File: src/rtl/param_updown_counter.sv
// rtl/param_updown_counter.sv - programmable up/down counter with prescaler and wrap/saturate/one-shot end modes
module param_updown_counter #(
    parameter int unsigned           WIDTH       = 8,
    parameter logic [WIDTH-1:0]      RESET_VALUE = '0,
    parameter int unsigned           PRESCALE_W  = 4
) (
    input  logic                  clk,
    input  logic                  reset,
    input  logic                  enable,
    input  logic                  load,
    input  logic [WIDTH-1:0]      load_value,
    input  logic                  dir,
    input  logic [1:0]            mode,
    input  logic [WIDTH-1:0]      limit,
    input  logic [PRESCALE_W-1:0] prescale,
    input  logic                  clear_ovf,
    output logic [WIDTH-1:0]      count,
    output logic                  tc,
    output logic                  overflow,
    output logic                  running
);

    typedef enum logic {
        RUN  = 1'b0,
        DONE = 1'b1
    } state_t;

    localparam logic [WIDTH-1:0]      CNT_ONE = WIDTH'(1);
    localparam logic [PRESCALE_W-1:0] PS_ONE  = PRESCALE_W'(1);
    localparam logic [1:0]            MODE_SAT     = 2'b01;
    localparam logic [1:0]            MODE_ONESHOT = 2'b10;

    state_t                state;
    logic [PRESCALE_W-1:0] ps_cnt;
    logic                  tick;
    logic                  terminal;
    logic [WIDTH-1:0]      step_value;
    logic [WIDTH-1:0]      end_value;

    assign tick     = enable && (ps_cnt == prescale);
    assign terminal = dir ? (count == '0) : (count >= limit);

    always_comb begin
        step_value = dir ? (count - CNT_ONE) : (count + CNT_ONE);
        // Mode 11 falls through to wrap behaviour.
        if (mode == MODE_SAT) begin
            end_value = dir ? '0 : limit;
        end else if (mode == MODE_ONESHOT) begin
            end_value = count;
        end else begin
            end_value = dir ? limit : '0;
        end
    end

    always_ff @(posedge clk or posedge reset) begin
        if (reset) begin
            count    <= RESET_VALUE;
            tc       <= 1'b0;
            overflow <= 1'b0;
            running  <= 1'b1;
            state    <= RUN;
            ps_cnt   <= '0;
        end else begin
            tc <= 1'b0;
            if (clear_ovf) begin
                overflow <= 1'b0;
            end
            if (load) begin
                count   <= load_value;
                state   <= RUN;
                running <= 1'b1;
                ps_cnt  <= '0;
            end else begin
                if (enable) begin
                    ps_cnt <= tick ? '0 : (ps_cnt + PS_ONE);
                end
                if (state == DONE) begin
                    // Ticks are swallowed here; leaving one-shot mode releases the counter.
                    if (mode != MODE_ONESHOT) begin
                        state   <= RUN;
                        running <= 1'b1;
                    end
                end else if (tick) begin
                    if (terminal) begin
                        count    <= end_value;
                        tc       <= 1'b1;
                        overflow <= 1'b1;
                        if (mode == MODE_ONESHOT) begin
                            state   <= DONE;
                            running <= 1'b0;
                        end
                    end else begin
                        count <= step_value;
                    end
                end
            end
        end
    end

endmodule

File: config.mk
export PLATFORM = sky130hd
export DESIGN_NAME = param_updown_counter
export DESIGN_NICKNAME = d
export VERILOG_FILES = /design/src/rtl/param_updown_counter.sv
export SDC_FILE = /design/constraint.sdc
export NUM_CORES = 1
export LEC_CHECK = 0
export BUFFER_PORTS_ARGS = -buffer_cell sky130_fd_sc_hd__buf_4
export CORE_UTILIZATION = 53
export DETAILED_ROUTE_END_ITERATION = 10
export HOLD_SLACK_MARGIN = 0.05
export PLACE_DENSITY = 0.86
export SYNTH_ARGS = -nofsm -noshare
export SYNTH_HDL_FRONTEND = slang
export SYNTH_SLANG_ARGS = --single-unit
File: constraint.sdc
create_clock -name clk -period 2.8 [get_ports clk]
set_input_delay 0.14 -clock clk [delete_from_list [all_inputs] [get_ports clk]]
set_output_delay 0.14 -clock clk [all_outputs]
set_load 0.02 [all_outputs]
# Yosys cells after proc, flatten, opt, wreduce, memory -nomap -nowiden
# Index checks and enable logic that the tools add are counted.
[word_totals]
elab_cells = 60
input_bits = 28
output_inout_bits = 11
reg_bits = 16
[op_classes]
reduce_logical = 9
add_sub_neg = 3
order_cmp = 1
eq_ne = 7
mux = 34
[ops]
columns = ["operator", "n"]
rows = [
  ["8-bit two-way mux", 9],
  ["1-bit two-way mux", 22],
  ["4-bit two-way mux", 3],
  ["3-bit nonzero test", 3],
  ["8-bit by 1-bit adder with 8-bit output (second input constant)", 1],
  ["8-bit greater-or-equal comparator", 1],
  ["8-bit zero test", 1],
  ["8-bit by 1-bit subtractor with 8-bit output (second input constant)", 1],
  ["4-bit by 1-bit adder with 4-bit output (second input constant)", 1],
  ["4-bit == test", 1],
  ["2-bit inequality test (second input constant)", 2],
  ["4-bit inequality test (second input constant)", 1],
  ["4-bit AND reduction", 1],
  ["2-bit nonzero test", 2],
  ["3-bit by 2-bit inequality test with 1-bit output (second input constant)", 1],
  ["3-bit AND reduction", 1],
  ["2-bit by 1-bit == test with 1-bit output (second input constant)", 1],
  ["2-bit == test (second input constant)", 1],
  ["1-bit logical AND", 1],
]

# Depth between registers and ports, before layout
# Gate-level depths: netlist (run 1).
[logic_depth]
word_depth = 7
ltp_mapped = 9
mapped_depth_nobuf = 8

# Worst setup path before layout (run 1)
# No wires, ideal clock.
[synth_path]
kind = "register to register"
from = "register count[3]"
to = "register count[5]"
arrival_ns = 2.209
setup_ns = 0.074
period_less_slack_ns = 2.283
path_slack_ns = 0.517
t_required_ns = 2.726
path_buffers = 1
path_stages_with_launch = 8
cell_sequence = "dfrtp_1 ha_1 or4_4 a221oi_4 or2_1 buf_6 mux2_4 o21ai_2"
[synth_via]
elab_chain_cells = 6
elab_cells_between_ends = 12
classes_between = "2 x add/sub; 1 x order compare; 1 x eq/ne; 6 x mux; 2 x reduce/logical"
[synth_lines]
columns = ["item", "line_no", "rtl"]
rows = [
  ["start: declaration", "17", "output logic [WIDTH-1:0] count,"],
  ["start signal: assignment", "69", "count <= load_value;"],
  ["start signal: assignment", "85", "count <= end_value;"],
  ["start signal: assignment", "93", "count <= step_value;"],
  ["8-bit by 1-bit adder with 8-bit output (tied with other cells)", "44", "step_value = dir ? (count - CNT_ONE) : (count + CNT_ONE);"],
  ["8-bit two-way mux or 1-bit two-way mux (tied branches)", "44, 41", ""],
  ["8-bit two-way mux", "84", "if (terminal) begin"],
  ["8-bit two-way mux", "83", "end else if (tick) begin"],
  ["8-bit two-way mux", "77", "if (state == DONE) begin"],
  ["8-bit two-way mux", "68", "if (load) begin"],
]
# Several ways; a longest one is shown, not always the timed one. The select of a mux whose other input is x is not followed.
# A chain may end at the register's enable or synchronous reset.

# Worst setup path after layout (run 1)
[layout_path]
from = "register count[6]"
to = "register count[6]"
# Same word-level chain as after synthesis.

==> out/results.ini, run 1 <==
[outcome]
outcome = completed

[timing]
fin_skew_ns = 0.00570
max-slew-margin-rel_pct = 54.8
whs_ns = 0.0941
slew_viol_final = 0
worst_pin_slew_ns = 0.674
setup_viol = 0
rsz0062_at_grt = no
min_period_ns = 2.45
max_freq_mhz = 407
setup_tns_ns = 0
hold_viol = 0
period_share_pct = 87.7

[clock_network]
cts_buffers = 3
clock_latency_ns = 0.29
htree_num_levels = 1
cts_hold_buf = 2
cts_buffer_depth = 2
clk_pin_slew_ns = 0.10
postCtsResizedCells = 0
root_buffer = clkbuf_4
cts_setup_buffers = 0
cts.sinks = 16
cts_tree = done

[critical_path]
critical_path_class = flop to flop
critPathMaxStageDelay_ns = 0.56
required_ns = 3.00
cp_max_fo = 9
cp_cell_sequence = ha_1 -> o21ai_0 -> a21oi_1 -> o31ai_2 -> or2_1 -> a31oi_1 -> a221oi_2
crit_slowest_cell = o31ai_2
start_kind = flop
endpoint_kind = flop
arrival_ns = 2.66

[floorplanning]
io_pins = 39
die_h_um = 55.2
initial_utilization_pct = 58.5
dieWidth_um = 55.2
rows = 18
core_area_mm2 = 0.00257
die_area_mm2 = 0.00305

[final_layout]
drive_above_1_share_pct = 26.6
seqCellArea_um2 = 402
final_cells = 244
final_core_util_pct = 72.1
fill_cells = 204
num_antenna_cells = 0
finalNetCount = 259
syn_to_final_growth_pct = 23.2
multi_input_comb_area_mm2 = 0.00101

[synth]
synth-seq-cells = 16
synth_seq_area_share_pct = 26.8
synth_cell_types = 44
avgSynthCellArea_um2 = 8.53
synth_nets = 220
yosys_warnings = 0
synthArstFlopShare_pct = 100
synth-main-ff-cell = dfrtp_1
synth_edf_count = 0
syn_inst = 176
netlist_area_mm2 = 0.00150

[grt]
antenna_found_initial = 0
grt_max_degree = 20
grt_pass1_wl_um = 6330
grt-ovfl-total = 0
grt_usage_pct = 25.8
grt_pass1_vias = 1380

[place]
dp.cells = 238
port_buffers = 38
gp_congestion = 0.893
hpwlAfterDp_um = 2930

[power_and_ir_drop]
powerDensity_mw_per_mm2 = 441
p_leak_nw = 0.867
ir_worst_vdd_uv = 339

[routing]
wl_met2_um = 1830
drtIter0Drc = 60
drc = 0
viasPerCell = 5.98
wl_met3_um = 296
drtAntennaViolNets = 0
drt-met1-wl_um = 1620
highest_layer = met4
vias = 1460
wl_um = 3770
first_pass_iters = 5
routedWlPerCell_um = 15.5

[run]
cap_violations = 0

[min_path]
hp-class = primary input to flop

==> per-layer routing <==
metal	GRT usage, %	vias to the layer above
li1	-	707
met1	35.3	679
met2	43.2	69
met3	5.39	5
met4	2.86	0
met5	0	-
==> cell usage after synthesis, drive strengths merged (2+ instances only) <==
library cell | n | area (um2)
a21o | 2 | 15.0
nand2b | 5 | 31.3
xnor2 | 9 | 78.8
a221oi | 2 | 41.3
dfrtp | 15 | 375
nor2 | 12 | 45.0
nand3 | 5 | 25.0
ha | 15 | 188
a31oi | 3 | 18.8
nor2b | 5 | 31.3
or3 | 2 | 12.5
or4 | 4 | 37.5
nor3 | 6 | 30.0
clkbuf | 4 | 15.0
o21ai | 15 | 78.8
inv | 16 | 60.1
nand2 | 14 | 52.6
a22oi | 5 | 37.5
mux2 | 5 | 60.1
or2 | 3 | 18.8
a21oi | 12 | 60.1
buf | 2 | 15.0
==> where the power goes <==
group / total [mW] / switching (mW) / internal [mW]
combinational: 0.380 / 0.203 / 0.177
sequential: 0.279 / 0.0296 / 0.250
clock: 0.156 / 0.0768 / 0.0792
==> sequential cells by signal, indices dropped and copies added, names as in the netlist <==
register / count
tc: 1
count: 8
state: 1
running: 1
overflow: 1
ps_cnt: 4
==> stage by stage <==
step	instance area (um2)	power, mW	setup slack, ns
after floorplan	1500	0.541	0.517
after global placement	1790	0.642	0.475
after detailed placement	1790	0.655	0.388
after CTS	1850	0.814	0.368
after global routing	1850	0.869	0.135
final	1850	0.816	0.346
==> final timing paths <==
path / from / slack [ns] / cells after the start / end
max reg2reg: count[6] / 0.35 / 7 / count[6]
min in group asynchronous: reset / 0.48 / 3 / count[0]
max: count[6] / 0.35 / 7 / count[6]
max in group asynchronous: reset / 1.91 / 3 / count[1]
min: load_value[5] / 0.09 / 3 / count[5]
min reg2reg: overflow / 0.57 / 2 / overflow
==> worst max-delay path: cells and delay by family, from the launching register on <==
| kind | cells | cell delay [ns] |
|---|---|---|
| DFF | 1 | 0.47 |
| AOI/OAI and AO/OA | 5 | 1.19 |
| adders and majority gates | 1 | 0.32 |
| and+or+nand+nor | 1 | 0.38 |
==> cell usage in the layout (no fill, tap or decap), drive strengths merged, types with 2 or more instances in the layout <==
master       Yosys  final
a21o             2      2
dfrtp           15     15
buf              2     38
a22oi            5      5
ha              15     15
mux2             5      5
nand2           14     14
nand2b           5      5
or3              2      2
a221oi           2      2
or4              4      4
nor2b            5      5
or2              3      3
inv             16     16
a21oi           12     12
dlygate4sd3      0      2
clkbuf           4      4
a31oi            3      3
nor3             6      6
nor2            12     12
nand3            5      5
o21ai           15     15
xnor2            9      9
==> kinds of logic after synthesis <==
logic type	after synthesis	synth area share (%)
AOI/OAI and AO/OA	49	23.7
xor gates and xnor gates	10	5.83
adders and majority gates	16	13.8
buffers and inverters	22	6.00
DFF	16	26.8
muxes	5	4.00
and+or+nand+nor	58	19.9
==> area by class of cell <==
| class | instances | area share [%] |
|---|---|---|
| multi-input combinational | 138 | 54.6 |
| inverter | 16 | 3.25 |
| clock buffer | 4 | 1.96 |
| tap | 30 | 2.03 |
| sequential | 16 | 21.7 |
| timing repair buffer | 40 | 16.5 |
Note: power is estimated with default switching activity, not from simulation.
==> inputs of run 2 (changes only) <==
--- a/config.mk
+++ b/config.mk
@@ -5,9 +5,11 @@
 export SDC_FILE = /design/constraint.sdc
 export NUM_CORES = 1
 export LEC_CHECK = 0
+export ABC_AREA = 1
 export BUFFER_PORTS_ARGS = -buffer_cell sky130_fd_sc_hd__buf_4
-export CORE_UTILIZATION = 53
+export CORE_UTILIZATION = 54
 export DETAILED_ROUTE_END_ITERATION = 10
+export GPL_TIMING_DRIVEN = 0
 export HOLD_SLACK_MARGIN = 0.05
 export PLACE_DENSITY = 0.86
 export SYNTH_ARGS = -nofsm -noshare
==> out/results.ini, run 2 <==
[final_layout]
finalNetCount = 328  ; +27%
final_common_cell = nand2_1
drive_above_1_share_pct = 21.2  ; -5.4 points
syn_to_final_growth_pct = 22.8
num_antenna_cells = 0  ; unchanged
top_register = count
largest_reg_flops = 8  ; unchanged
top_regs = count: 8 flops, ps_cnt: 4 flops
final_cell_mix = nand2_1 (68), buf_4 (39), nor2_1 (29)

[synth]
synth_largest_area_cell = dfrtp_1
synth_nets = 283  ; +29%
synth-seq-cells = 16  ; unchanged
synth-main-ff-cell = dfrtp_1
synth_edf_count = 0  ; unchanged
netlist_area_mm2 = 0.00162  ; +8.0%
yosys_warnings = 0  ; unchanged
yosys.area.top_type_share_pct = 23.1  ; -1.9 points
synthTopCellsByArea = dfrtp_1 (23%), nand2_1 (16%), ha_1 (12%), nand3_1 (8.6%), nor2_1 (6.7%)
synth_most_common_cell = nand2_1
avgSynthCellArea_um2 = 6.78  ; -20%
synthArstFlopShare_pct = 100  ; unchanged
syn_inst = 239  ; +36%
yosys-top-cells-count = nand2_1 (68), nor2_1 (29), nand3_1 (28)
synth_seq_area_share_pct = 24.8  ; -2.0 points
synth_cell_types = 29  ; -34%

[grt]
grt_pass1_wl_um = 6220  ; -1.6%
grt_pass1_vias = 1429  ; +3.6%
grt_max_degree = 17  ; -15%
grt-ovfl-total = 0  ; unchanged
antenna_found_initial = 0  ; unchanged
grt_usage_pct = 25.0  ; -0.71 points

[critical_path]
cp_top_family = simple AND/OR/NAND/NOR gates
cpMostUsedCell = nand2_1
path_buf_inv = 1  ; +1
endpoint_kind = flop
required_ns = 2.99  ; about the same
critical_path_class = flop to flop
crit_slowest_cell = fa_1
critPathMaxStageDelay_ns = 0.45  ; -0.11 ns
cp_cell_sequence = inv_1 -> fa_1 -> o21ai_0 -> nand3_1 -> nand3_1 -> nand2_1 -> nand2_1 -> nand3_1 -> nand2_1 -> nand2_1
start_kind = flop
arrival_ns = 2.11  ; -0.55 ns
cp_max_fo = 4  ; -5

[timing]
hold_viol = 0  ; unchanged
worst_pin_slew_ns = 0.600  ; -0.0734 ns
setup_viol = 0  ; unchanged
max-slew-margin-rel_pct = 59.9  ; +5.1 points
min_period_ns = 1.92  ; -0.531 ns
whs_ns = 0.0657  ; -0.0284 ns
setup_tns_ns = 0  ; unchanged
period_share_pct = 68.7  ; -19 points
rsz0062_at_grt = no
max_freq_mhz = 520  ; +28%
fin_skew_ns = 0.00618  ; +0.000486 ns
slew_viol_final = 0  ; unchanged

[clock_network]
cts_tree = done
root_buffer = clkbuf_4
clock_latency_ns = 0.29  ; about the same
cts.sinks = 16  ; unchanged
cts_buffer_depth = 2  ; unchanged
cts_buffers = 3  ; unchanged
htree_num_levels = 1  ; unchanged
clk_pin_slew_ns = 0.10  ; about the same

[floorplanning]
die_area_mm2 = 0.00323  ; +5.8%
io_pins = 39  ; unchanged
die_h_um = 56.8  ; +2.9%
dieWidth_um = 56.8  ; +2.9%
core_area_mm2 = 0.00281  ; +9.3%
rows = 19  ; +1
initial_utilization_pct = 57.8  ; -0.67 points

[routing]
routedWlPerCell_um = 11.8  ; -24%
vias = 1607  ; +10%
drtIter0Drc = 68  ; +13%
drc = 4  ; +4
drtAntennaViolNets = 0  ; unchanged
viasPerCell = 5.12  ; -14%
wl_um = 3700  ; -1.9%
first_pass_iters = 8  ; +3

[min_path]
hp-class = primary input to flop

[place]
gp_congestion = 0.874  ; -2.1%
port_buffers = 38  ; unchanged
hpwlAfterDp_um = 2980  ; +1.6%

[outcome]
violations = design-rule violations
outcome = finished with violations

[power_and_ir_drop]
p_leak_nw = 1.08  ; +24%
powerDensity_mw_per_mm2 = 473  ; +7.4%
ir_worst_vdd_uv = 380  ; +12%

[run]
cap_violations = 0  ; unchanged

run 2: cell count changes after synthesis, sizes merged, moves of 4 or more:
cell    before  now
inv         16   27
nor3         6    0
nor2b        5    0
nor2        12   32
xnor2        9    4
nand3        5   29
o21ai       15   11
a22oi        5    0
mux2         5    0
or4          4    0
clkbuf       4    0
nand2b       5    0
nand2       14   72
run 2: per-stage QoR:
step / utilization [%] / cells / total power [mW] / setup slack (ns) / cell area [um2]
floorplan: - / 239 / 0.654 / 0.980 / 1620
global placement: 69.4 / 308 / 0.795 / 0.869 / 1950
detailed placement: 69.4 / 308 / 0.808 / 0.836 / 1950
CTS: 71.0 / 314 / 0.939 / 0.883 / 1990
global route: 71.0 / 314 / 1.02 / 0.726 / 1990
finish: 71.0 / 314 / 0.943 / 0.876 / 1990
run 2: repair_timing:
action	in CTS	in global routing
setup buffers	0	0
hold buffers	2	0
gates resized for setup	0	0
hold endpoints to repair	16	0
run 2: final timing paths:
path                                from       end  slack, ns  cells past startpoint
min in group asynchronous          reset  count[1]       0.46                      3
worst min register to register   running   running       0.49                      2
max in group asynchronous          reset  overflow       1.95                      3
worst max register to register  count[0]  count[6]       0.88                     10
worst min-delay path                load        tc       0.07                      2
worst max-delay path            count[0]  count[6]       0.88                     10
run 2: worst register-to-register path, stage by stage, from the launching register on:
cell,delay (ns)
dfrtp_1,0.41
inv_1,0.12
fa_1,0.45
o21ai_0,0.28
nand3_1,0.16
nand3_1,0.10
nand2_1,0.06
nand2_1,0.07
nand3_1,0.06
nand2_1,0.06
nand2_1,0.04
run 2: where the power goes:
part | switching, mW | total (mW) | leakage [nW] | internal (mW)
Sequential | 0.0498 | 0.309 | 0.204 | 0.259
Combinational | 0.280 | 0.503 | 0.860 | 0.223
Clock | 0.0755 | 0.131 | 0.0150 | 0.0555
Total | 0.405 | 0.943 | 1.08 | 0.537
run 2: kinds of logic (layout without fill, tap and decap cells):
kind of cell,Yosys count,after routing,share of synthesized area [%]
and+or+nand+nor,141,141,38.7
buffers and inverters,33,77,11.3
AOI/OAI and AO/OA,25,25,8.10
adders and majority gates,16,16,12.8
DFF,16,16,24.8
xor gates and xnor gates,8,8,4.32
run 2: layer usage:
| metal | global-route usage [%] | routed length, um | vias up |
|---|---|---|---|
| met3 | 4.15 | 154 | 4 |
| li1 | - | - | 857 |
| met5 | 0 | 0 | - |
| met1 | 31.4 | 1670 | 707 |
| met2 | 45.6 | 1840 | 39 |
| met4 | 4.18 | 33 | 0 |
run 2: cell type report:
type / count / area [um2]
multi-input cells: 190 / 1040
fillers: 241 / 813
flip-flops and latches: 16 / 402
repair buffers: 40 / 305
inverters: 28 / 131
plain buffers: 5 / 52.6
well taps: 31 / 38.8
clock buffers: 4 / 26.3
==> inputs of run 3 (changes only) <==
--- a/config.mk
+++ b/config.mk
@@ -7,11 +7,11 @@
 export LEC_CHECK = 0
 export ABC_AREA = 1
 export BUFFER_PORTS_ARGS = -buffer_cell sky130_fd_sc_hd__buf_4
-export CORE_UTILIZATION = 54
+export CORE_UTILIZATION = 49
 export DETAILED_ROUTE_END_ITERATION = 10
 export GPL_TIMING_DRIVEN = 0
 export HOLD_SLACK_MARGIN = 0.05
-export PLACE_DENSITY = 0.86
+export PLACE_DENSITY = 0.83
 export SYNTH_ARGS = -nofsm -noshare
 export SYNTH_HDL_FRONTEND = slang
 export SYNTH_SLANG_ARGS = --single-unit
==> constraint.sdc (replaced) <==
create_clock -name clk -period 1.6 [get_ports clk]
set_input_delay 0.08 -clock clk [delete_from_list [all_inputs] [get_ports clk]]
set_output_delay 0.08 -clock clk [all_outputs]
set_load 0.02 [all_outputs]
==> out/results.ini, run 3 (same netlist as run 2, synthesis figures left out) <==
[floorplanning]
die_h_um = 59.5  ; +4.8%
dieWidth_um = 59.5  ; +4.8%
rows = 20  ; +1
die_area_mm2 = 0.00354  ; +9.8%
core_area_mm2 = 0.00310  ; +11%
initial_utilization_pct = 52.3  ; -5.5 points
io_pins = 39  ; unchanged

[timing]
whs_ns = 0.0836  ; +0.0179 ns
max_freq_mhz = 566  ; +8.8%
slew_viol_final = 0  ; unchanged
max-slew-margin-rel_pct = 59.8  ; -0.11 points
rsz0062_at_grt = yes
setup_viol = 11  ; +11
fin_skew_ns = 0.00263  ; -0.00355 ns
hold_viol = 0  ; unchanged
worst_pin_slew_ns = 0.602  ; +0.00161 ns
setup_slack_ns = -0.167  ; -1.04 ns
min_period_ns = 1.77  ; -0.156 ns
period_share_pct = 110  ; +42 points

[final_layout]
final_cell_mix = nand2_1 (60), buf_4 (47), nor2_1 (27)
syn_to_final_growth_pct = 38.1
final_core_util_pct = 72.2  ; +1.2 points
finalNetCount = 338  ; +3.0%
drive_above_1_share_pct = 34.8  ; +14 points
top_register = count
largest_reg_flops = 8  ; unchanged
top_regs = count: 8 flops, ps_cnt: 4 flops
final_common_cell = nand2_1
num_antenna_cells = 0  ; unchanged

[grt]
grt_pass1_vias = 1552  ; +8.6%
antenna_found_initial = 0  ; unchanged
grt_max_degree = 17  ; unchanged
grt_pass1_wl_um = 6790  ; +9.1%
grt-ovfl-total = 0  ; unchanged
grt_usage_pct = 25.9  ; +0.89 points

[routing]
routedWlPerCell_um = 13.4  ; +14%
first_pass_iters = 4  ; -4
viasPerCell = 5.20  ; +1.6%
vias = 1753  ; +9.1%
wl_um = 4530  ; +22%
drtAntennaViolNets = 0  ; unchanged
drc = 0  ; -4
drtIter0Drc = 60  ; -12%

[clock_network]
cts_buffer_depth = 2  ; unchanged
cts_buffers = 3  ; unchanged
clk_pin_slew_ns = 0.10  ; about the same
root_buffer = clkbuf_4
cts_tree = done
clock_latency_ns = 0.29  ; about the same
cts.sinks = 16  ; unchanged
htree_num_levels = 1  ; unchanged

[critical_path]
endpoint_kind = flop
start_kind = flop
cp_max_fo = 8  ; +4
required_ns = 1.80  ; -1.19 ns
critical_path_class = flop to flop
arrival_ns = 1.96  ; -0.15 ns

[power_and_ir_drop]
p_total_mw = 1.94  ; +110%
p_leak_nw = 1.15  ; +6.4%
ir_worst_vdd_uv = 558  ; +47%
powerDensity_mw_per_mm2 = 865  ; +83%

[place]
gp_congestion = 0.895  ; +2.4%
port_buffers = 38  ; unchanged
hpwlAfterDp_um = 3020  ; +1.1%

[run]
cap_violations = 0  ; unchanged

[outcome]
violations = negative setup slack
outcome = finished with violations

[min_path]
hp-class = primary input to flop

==> run 3: worst paths after layout <==
check                         start        end  slack (ns)  cells past startpoint
setup / recovery           count[0]   count[3]       -0.17                     16
hold / removal               enable  ps_cnt[0]        0.08                      4
setup reg to reg           count[0]   count[3]       -0.17                     16
hold reg to reg             running    running        0.50                      2
max in group asynchronous     reset   count[4]        0.76                      3
min in group asynchronous     reset   count[1]        0.42                      3
==> run 3: per-stage QoR <==
stage | setup slack (ns) | TNS, ns | area [um2] | cells
global placement | -0.190 | -1.41 | 2000 | 321
detailed placement | -0.192 | -1.42 | 2000 | 321
finish | -0.167 | -1.48 | 2240 | 337
CTS | -0.124 | -1.10 | 2130 | 335
floorplan | -0.0523 | -0.233 | 1660 | 239
global route | -0.277 | -2.60 | 2240 | 337
==> run 3: area by class of cell <==
cell class	instances	area, um2
inverters	28	134
multi-input cells	190	1170
clock buffers	4	36.3
plain buffers	5	52.6
well taps	44	55.1
repair buffers	50	380
fillers	262	863
flip-flops and latches	16	409
==> run 3: critical path: stages, from the launching register on <==
cell     delay (ns)
dfrtp_2        0.41
inv_4          0.05
ha_4           0.25
inv_2          0.03
nand2_1        0.05
nand2_1        0.05
nand2_1        0.05
nand2_1        0.06
nand2_2        0.08
nand2_2        0.06
nand2_4        0.08
buf_6          0.14
nand2_8        0.08
nand2_1        0.07
nand3_1        0.08
nand2_1        0.08
nand2_1        0.05
==> run 3: report_power, final <==
part	leakage, nW	internal, mW	switching, mW	total, mW
Sequential	0.197	0.460	0.0901	0.551
Combinational	0.930	0.493	0.613	1.11
Clock	0.0210	0.139	0.142	0.281
==> run 3: repair_timing <==
item | 4_1_cts | 5_1_grt
endpoints found under the setup margin | 11 | 11
pin swaps | 1 | 10
gates cloned | 1 | 1
gates resized for setup | 6 | 25
hold buffers | 3 | 0
buffers inserted | 6 | 1
hold endpoints to repair | 17 | 0
==> run 3: layer usage <==
layer / vias to the layer above / routed length (um) / track usage [%]
li1: 878 / - / -
met5: - / 0 / 0
met2: 53 / 2350 / 45.4
met4: 0 / 95 / 8.97
met1: 812 / 1850 / 30.8
met3: 10 / 232 / 6.33
